### config.mk
export PLATFORM = sky130hd
export DESIGN_NAME = mult_product_accumulator
export DESIGN_NICKNAME = d
export VERILOG_FILES = /design/src/rtl/mult_product_accumulator.sv
export SDC_FILE = /design/constraint.sdc
export NUM_CORES = 1
export LEC_CHECK = 0
export CAP_MARGIN = 30
export CORE_MARGIN = 4
export CORE_UTILIZATION = 50
export CTS_BUF_LIST = sky130_fd_sc_hd__clkbuf_4 sky130_fd_sc_hd__clkbuf_8
export CTS_CLUSTER_SIZE = 10
export DETAILED_ROUTE_END_ITERATION = 16
export MAX_ROUTING_LAYER = met4
export PLACE_DENSITY_LB_ADDON = 0.25
export SYNTH_ARGS = -nofsm -noshare
export SYNTH_HDL_FRONTEND = slang
export SYNTH_SLANG_ARGS = --single-unit
### constraint.sdc
create_clock -name clk -period 4.1 [get_ports clk]
set_clock_uncertainty 0.15 [all_clocks]
set_input_delay 0.615 -clock clk [delete_from_list [all_inputs] [get_ports clk]]
set_output_delay 0.615 -clock clk [all_outputs]
set_load 0.02 [all_outputs]
### src/rtl/mult_product_accumulator.sv
// Block-summing reduction stage behind the shift-and-add multiplier: adds blk_len
// unsigned products into a saturating accumulator and hands the total downstream.
module mult_product_accumulator #(
    parameter int PW = 16,
    parameter int AW = 24,
    parameter int CW = 4
) (
    input  logic          clk,
    input  logic          rst,
    input  logic          in_valid,
    input  logic [PW-1:0] in_data,
    output logic          in_ready,
    input  logic [CW-1:0] blk_len,
    input  logic          flush,
    output logic          out_valid,
    output logic [AW-1:0] out_data,
    output logic [CW:0]   out_count,
    output logic          out_ovf,
    input  logic          out_ready
);

    typedef enum logic [1:0] {
        IDLE = 2'd0,
        ACC  = 2'd1,
        HOLD = 2'd2
    } state_t;

    localparam logic [CW:0]   MAX_LEN = (CW+1)'(2**CW);
    localparam logic [CW:0]   ONE_CNT = (CW+1)'(1);
    localparam logic [AW-1:0] ACC_SAT = {AW{1'b1}};

    state_t        state_q, state_d;
    logic [AW-1:0] acc_q, acc_d;
    logic [CW:0]   count_q, count_d;
    logic [CW:0]   len_q, len_d;
    logic          ovf_q, ovf_d;
    logic [AW-1:0] out_data_q, out_data_d;
    logic [CW:0]   out_count_q, out_count_d;
    logic          out_ovf_q, out_ovf_d;

    logic          beat;
    logic [AW:0]   sum_wide;
    logic          sat_hit;
    logic [AW-1:0] acc_sat;
    logic [CW:0]   count_inc;
    logic [CW:0]   len_sample;
    logic [AW-1:0] in_ext;

    assign in_ready  = (state_q != HOLD) & ~rst;
    assign out_valid = (state_q == HOLD);
    assign out_data  = out_data_q;
    assign out_count = out_count_q;
    assign out_ovf   = out_ovf_q;

    assign beat       = in_valid & in_ready;
    assign in_ext     = AW'(in_data);
    // One extra bit catches the carry out of the accumulator; all-ones is sticky
    // because adding a non-negative value to it either carries or stays put.
    assign sum_wide   = {1'b0, acc_q} + (AW+1)'(in_data);
    assign sat_hit    = sum_wide[AW];
    assign acc_sat    = sat_hit ? ACC_SAT : sum_wide[AW-1:0];
    assign count_inc  = count_q + ONE_CNT;
    assign len_sample = (blk_len == '0) ? MAX_LEN : {1'b0, blk_len};

    always_comb begin
        state_d     = state_q;
        acc_d       = acc_q;
        count_d     = count_q;
        len_d       = len_q;
        ovf_d       = ovf_q;
        out_data_d  = out_data_q;
        out_count_d = out_count_q;
        out_ovf_d   = out_ovf_q;

        case (state_q)
            IDLE: begin
                // flush is deliberately ignored here so an empty block never reaches the output
                if (beat) begin
                    acc_d   = in_ext;
                    count_d = ONE_CNT;
                    len_d   = len_sample;
                    ovf_d   = 1'b0;
                    if (len_sample == ONE_CNT) begin
                        state_d     = HOLD;
                        out_data_d  = in_ext;
                        out_count_d = ONE_CNT;
                        out_ovf_d   = 1'b0;
                    end else begin
                        state_d = ACC;
                    end
                end
            end
            ACC: begin
                if (beat) begin
                    acc_d   = acc_sat;
                    count_d = count_inc;
                    ovf_d   = ovf_q | sat_hit;
                    if ((count_inc == len_q) || flush) begin
                        state_d     = HOLD;
                        out_data_d  = acc_sat;
                        out_count_d = count_inc;
                        out_ovf_d   = ovf_q | sat_hit;
                    end
                end else if (flush) begin
                    state_d     = HOLD;
                    out_data_d  = acc_q;
                    out_count_d = count_q;
                    out_ovf_d   = ovf_q;
                end
            end
            HOLD: begin
                // Result fields stay put after the handshake; only out_valid drops.
                if (out_ready) begin
                    state_d = IDLE;
                end
            end
            default: begin
                state_d = IDLE;
            end
        endcase
    end

    always_ff @(posedge clk or posedge rst) begin
        if (rst) begin
            state_q     <= IDLE;
            acc_q       <= '0;
            count_q     <= '0;
            len_q       <= '0;
            ovf_q       <= 1'b0;
            out_data_q  <= '0;
            out_count_q <= '0;
            out_ovf_q   <= 1'b0;
        end else begin
            state_q     <= state_d;
            acc_q       <= acc_d;
            count_q     <= count_d;
            len_q       <= len_d;
            ovf_q       <= ovf_d;
            out_data_q  <= out_data_d;
            out_count_q <= out_count_d;
            out_ovf_q   <= out_ovf_d;
        end
    end

endmodule
==> results.json <==
{
  "internal_power_mw": 1.88,
  "initial_utilization": 0.522,
  "cts_tree": "done",
  "power.density_nw_per_um2": 653,
  "finalHoldViolations": 0,
  "r2r_start": "count_q[0]",
  "criticalPathCategory": "input pin to register",
  "die-area_um2": 10300,
  "yosys_warnings": 0,
  "drive_above_1_share": 0.0895,
  "drtIter0Drc": 361,
  "clk_latency_ns": 0.36,
  "antennaDiodeCount": 0,
  "synthCells": 509,
  "slowest_stage": "a2111oi_2",
  "ir_drop_uv": 392,
  "ctsRootBufferMaster": "clkbuf_8",
  "grtUsageTotal": 0.252,
  "fin_crit_ns": 3.48,
  "pin_count": 57,
  "r2r_cells": 8,
  "p_leak_nw": 2.20,
  "ys_ff_latch": 67,
  "grt_max_degree": 68,
  "ctsResizeCount": 0,
  "max_freq_mhz": 288,
  "finalCritPeriodShare": 0.848,
  "cp.arrival_ns": 3.62,
  "utilization": 0.628,
  "worstPathCellList": "clkdlybuf4s50_1, ha_1, inv_1, fa_1, nand2b_1, a211oi_1, nor2_1, a2111oi_2, a21oi_1, a31oi_1, a22o_1",
  "rows": 33,
  "finalMaxSlewViolations": 0,
  "p_sw_frac": 0.453,
  "finalSetupViolations": 0,
  "worst_ep_required_time_ns": 4.24,
  "cp-end-kind": "register",
  "min_path_cells": 1,
  "status": "finished, final reports clean",
  "numCtsBuffers": 9,
  "startpoint_type": "input pin",
  "critPathMaxStageDelay_ns": 0.57,
  "reg2reg_slack_ns": 0.91,
  "chipWidth_um": 102,
  "critical_path.max_fanout": 6,
  "ant_nets": 0,
  "hold_path_class": "register to register",
  "dp_cells": 659,
  "p_total_mw": 3.44,
  "portBuffers": 56,
  "min_to": "out_data[7]",
  "yosysUniqueCellTypes": 62,
  "syn_nets": 552,
  "fillers": 722,
  "final_cells": 675,
  "avgSynthCellArea_um2": 8.59,
  "seq_area_frac_synth": 0.383,
  "switchingPower_mw": 1.56,
  "area_growth_pct": 20.4,
  "hold_buffers": 0,
  "grt_pass1_vias": 4061,
  "htree_num_levels": 3,
  "crit_buf_inv": 2,
  "clkPwrFrac": 0.149,
  "synth_edf_count": 0,
  "gp_congestion": 0.946,
  "dieHeight_um": 102,
  "nets": 608,
  "cts_setup_buffers": 0,
  "power_frac_seq": 0.306,
  "wire_per_inst_um": 17.6,
  "wl_mm": 11.9,
  "antenna_found_initial": 0,
  "power_frac_comb": 0.545,
  "max_slew_margin": 0.380,
  "tightest_slew_ns": 0.927,
  "netlist_area_um2": 4370,
  "overflow": 0,
  "num_vias": 4179,
  "synthArstFlopShare": 1.00,
  "tns_ns": 0,
  "seqCellArea_um2": 1680,
  "clkTransAtPathRegs_ns": 0.08,
  "vias_per_cell": 6.19,
  "core_um2": 8380,
  "cap_violations": 0,
  "hp-start": "out_data[7]",
  "r2r-end": "out_data[8]",
  "clk_path_buf_depth": 2,
  "dominantRegCellSynth": "dfrtp_1",
  "multi_input_area_um2": 2570,
  "rsz0062_at_grt": "false",
  "cts_sinks": 67,
  "hpwl_mm": 8.26,
  "drc_errors": 0,
  "dr.pass1.iters": 6,
  "grt_first_pass_wirelength_mm": 19.9,
  "cpLargestDelayFamily": "compound AO/OA/AOI/OAI gates"
}
[registers in the layout (all words and copies together) (netlist names)]
name / cells
out_ovf: 1
ovf_q: 1
out_count: 5
acc_q: 24
len_q: 5
count_q: 5
state_q: 2
out_data: 24
[area by class of cell]
cell class | instances | area share
Clock inverter | 4 | 0.00499
Multi-Input combinational cell | 407 | 0.489
Inverter | 9 | 0.00641
Sequential cell | 67 | 0.318
Timing Repair Buffer | 71 | 0.128
Clock buffer | 12 | 0.0290
Tap cell | 105 | 0.0249
[cells by family (layout without fill, tap and decap cells)]
logic type,Yosys count,after routing,synth area share
AO/OA/AOI/OAI,186,186,0.284
XOR/XNOR,20,20,0.0400
adder cells (fa/ha/maj),18,18,0.0532
buffers and inverters,35,96,0.0320
flip-flops,67,67,0.383
multiplexers,10,10,0.0246
AND/OR/NAND/NOR,173,173,0.182
[stage by stage]
stage               hold WS [ns]  area (um^2)  setup WS, ns
global placement           0.309         5080         0.418
CTS                        0.338         5270         0.665
global route               0.351         5270         0.426
floorplan                  0.313         4370         0.212
detailed placement         0.320         5090         0.304
finish                     0.335         5270         0.625
[Yosys cell counts, drive strengths merged, types with 6 or more instances]
library cell	n	area (um^2)
dfrtp	67	1680
nand2	67	254
nor2	51	191
o21ai	49	245
a21oi	41	209
clkbuf	21	78.8
ha	17	213
a31oi	16	100
a21o	13	97.6
xnor2	12	105
o31ai	11	82.6
nor3	10	61.3
inv	9	33.8
a211oi	8	65.1
nand3	8	40.0
xor2	8	70.1
a22o	7	61.3
nand2b	7	43.8
a221oi	6	52.6
mux2	6	67.6
nor2b	6	37.5
[cell usage in the layout, fill, tap and decap left out, types with 4 or more instances in the layout]
cell type	instances
nor2b_1	6
a31oi_1	16
and3_1	4
o21ai_0	47
dfrtp_1	67
a21oi_1	40
a21o_1	13
mux2_2	6
nand2_1	66
a22o_1	7
nor2_1	51
inv_1	8
xor2_1	8
a221oi_1	6
nor3_1	9
xnor2_1	12
buf_4	15
clkdlybuf4s50_1	56
ha_1	17
or3_1	5
nand2b_1	7
nand4_1	5
nand3_1	8
mux2i_1	4
clkbuf_8	10
and2_1	4
o31ai_1	11
a211oi_1	6
[worst register-to-register path, stage by stage (launching register included)]
cell      delay, ns
dfrtp_1        0.48
ha_1           0.31
and2_1         0.19
nor2b_1        0.14
o311ai_1       0.26
o31ai_1        0.18
a41oi_4        0.71
buf_4          0.33
mux2_2         0.35
[routing by layer]
metal	wire length (um)	part of all wire	GRT usage	vias to the layer above
li1	-	-	-	1990
met1	5350	0.45	0.344	2009
met2	5540	0.46	0.376	155
met3	789	0.066	0.0406	25
met4	242	0.020	0.100	0
met5	0	0	-	-
[worst max path at each step]
stage	endpoint	slack, ns	startpoint	depth (start not counted)
after floorplan	out_data[12]	0.21	rst	7
after global placement	out_data[22]	0.42	in_data[0]	11
after detailed placement	out_data[22]	0.30	in_data[0]	11
after CTS	out_data[22]	0.67	in_data[0]	11
after global routing	out_data[3]	0.43	in_data[0]	11
final	out_data[22]	0.62	in_data[0]	11
[power by group through the flow]
| stage | logic [mW] | registers, mW | clock network, mW |
|---|---|---|---|
| 2_1_floorplan | 1.25 | 1.10 | 0 |
| 6_report | 1.87 | 1.05 | 0.511 |
| 4_1_cts | 1.87 | 1.05 | 0.521 |
| 5_1_grt | 2.07 | 1.08 | 0.551 |
| 3_5_place_dp | 1.85 | 1.06 | 0 |
| 3_3_place_gp | 1.81 | 1.05 | 0 |
Note: power is estimated with default switching activity, not from simulation.
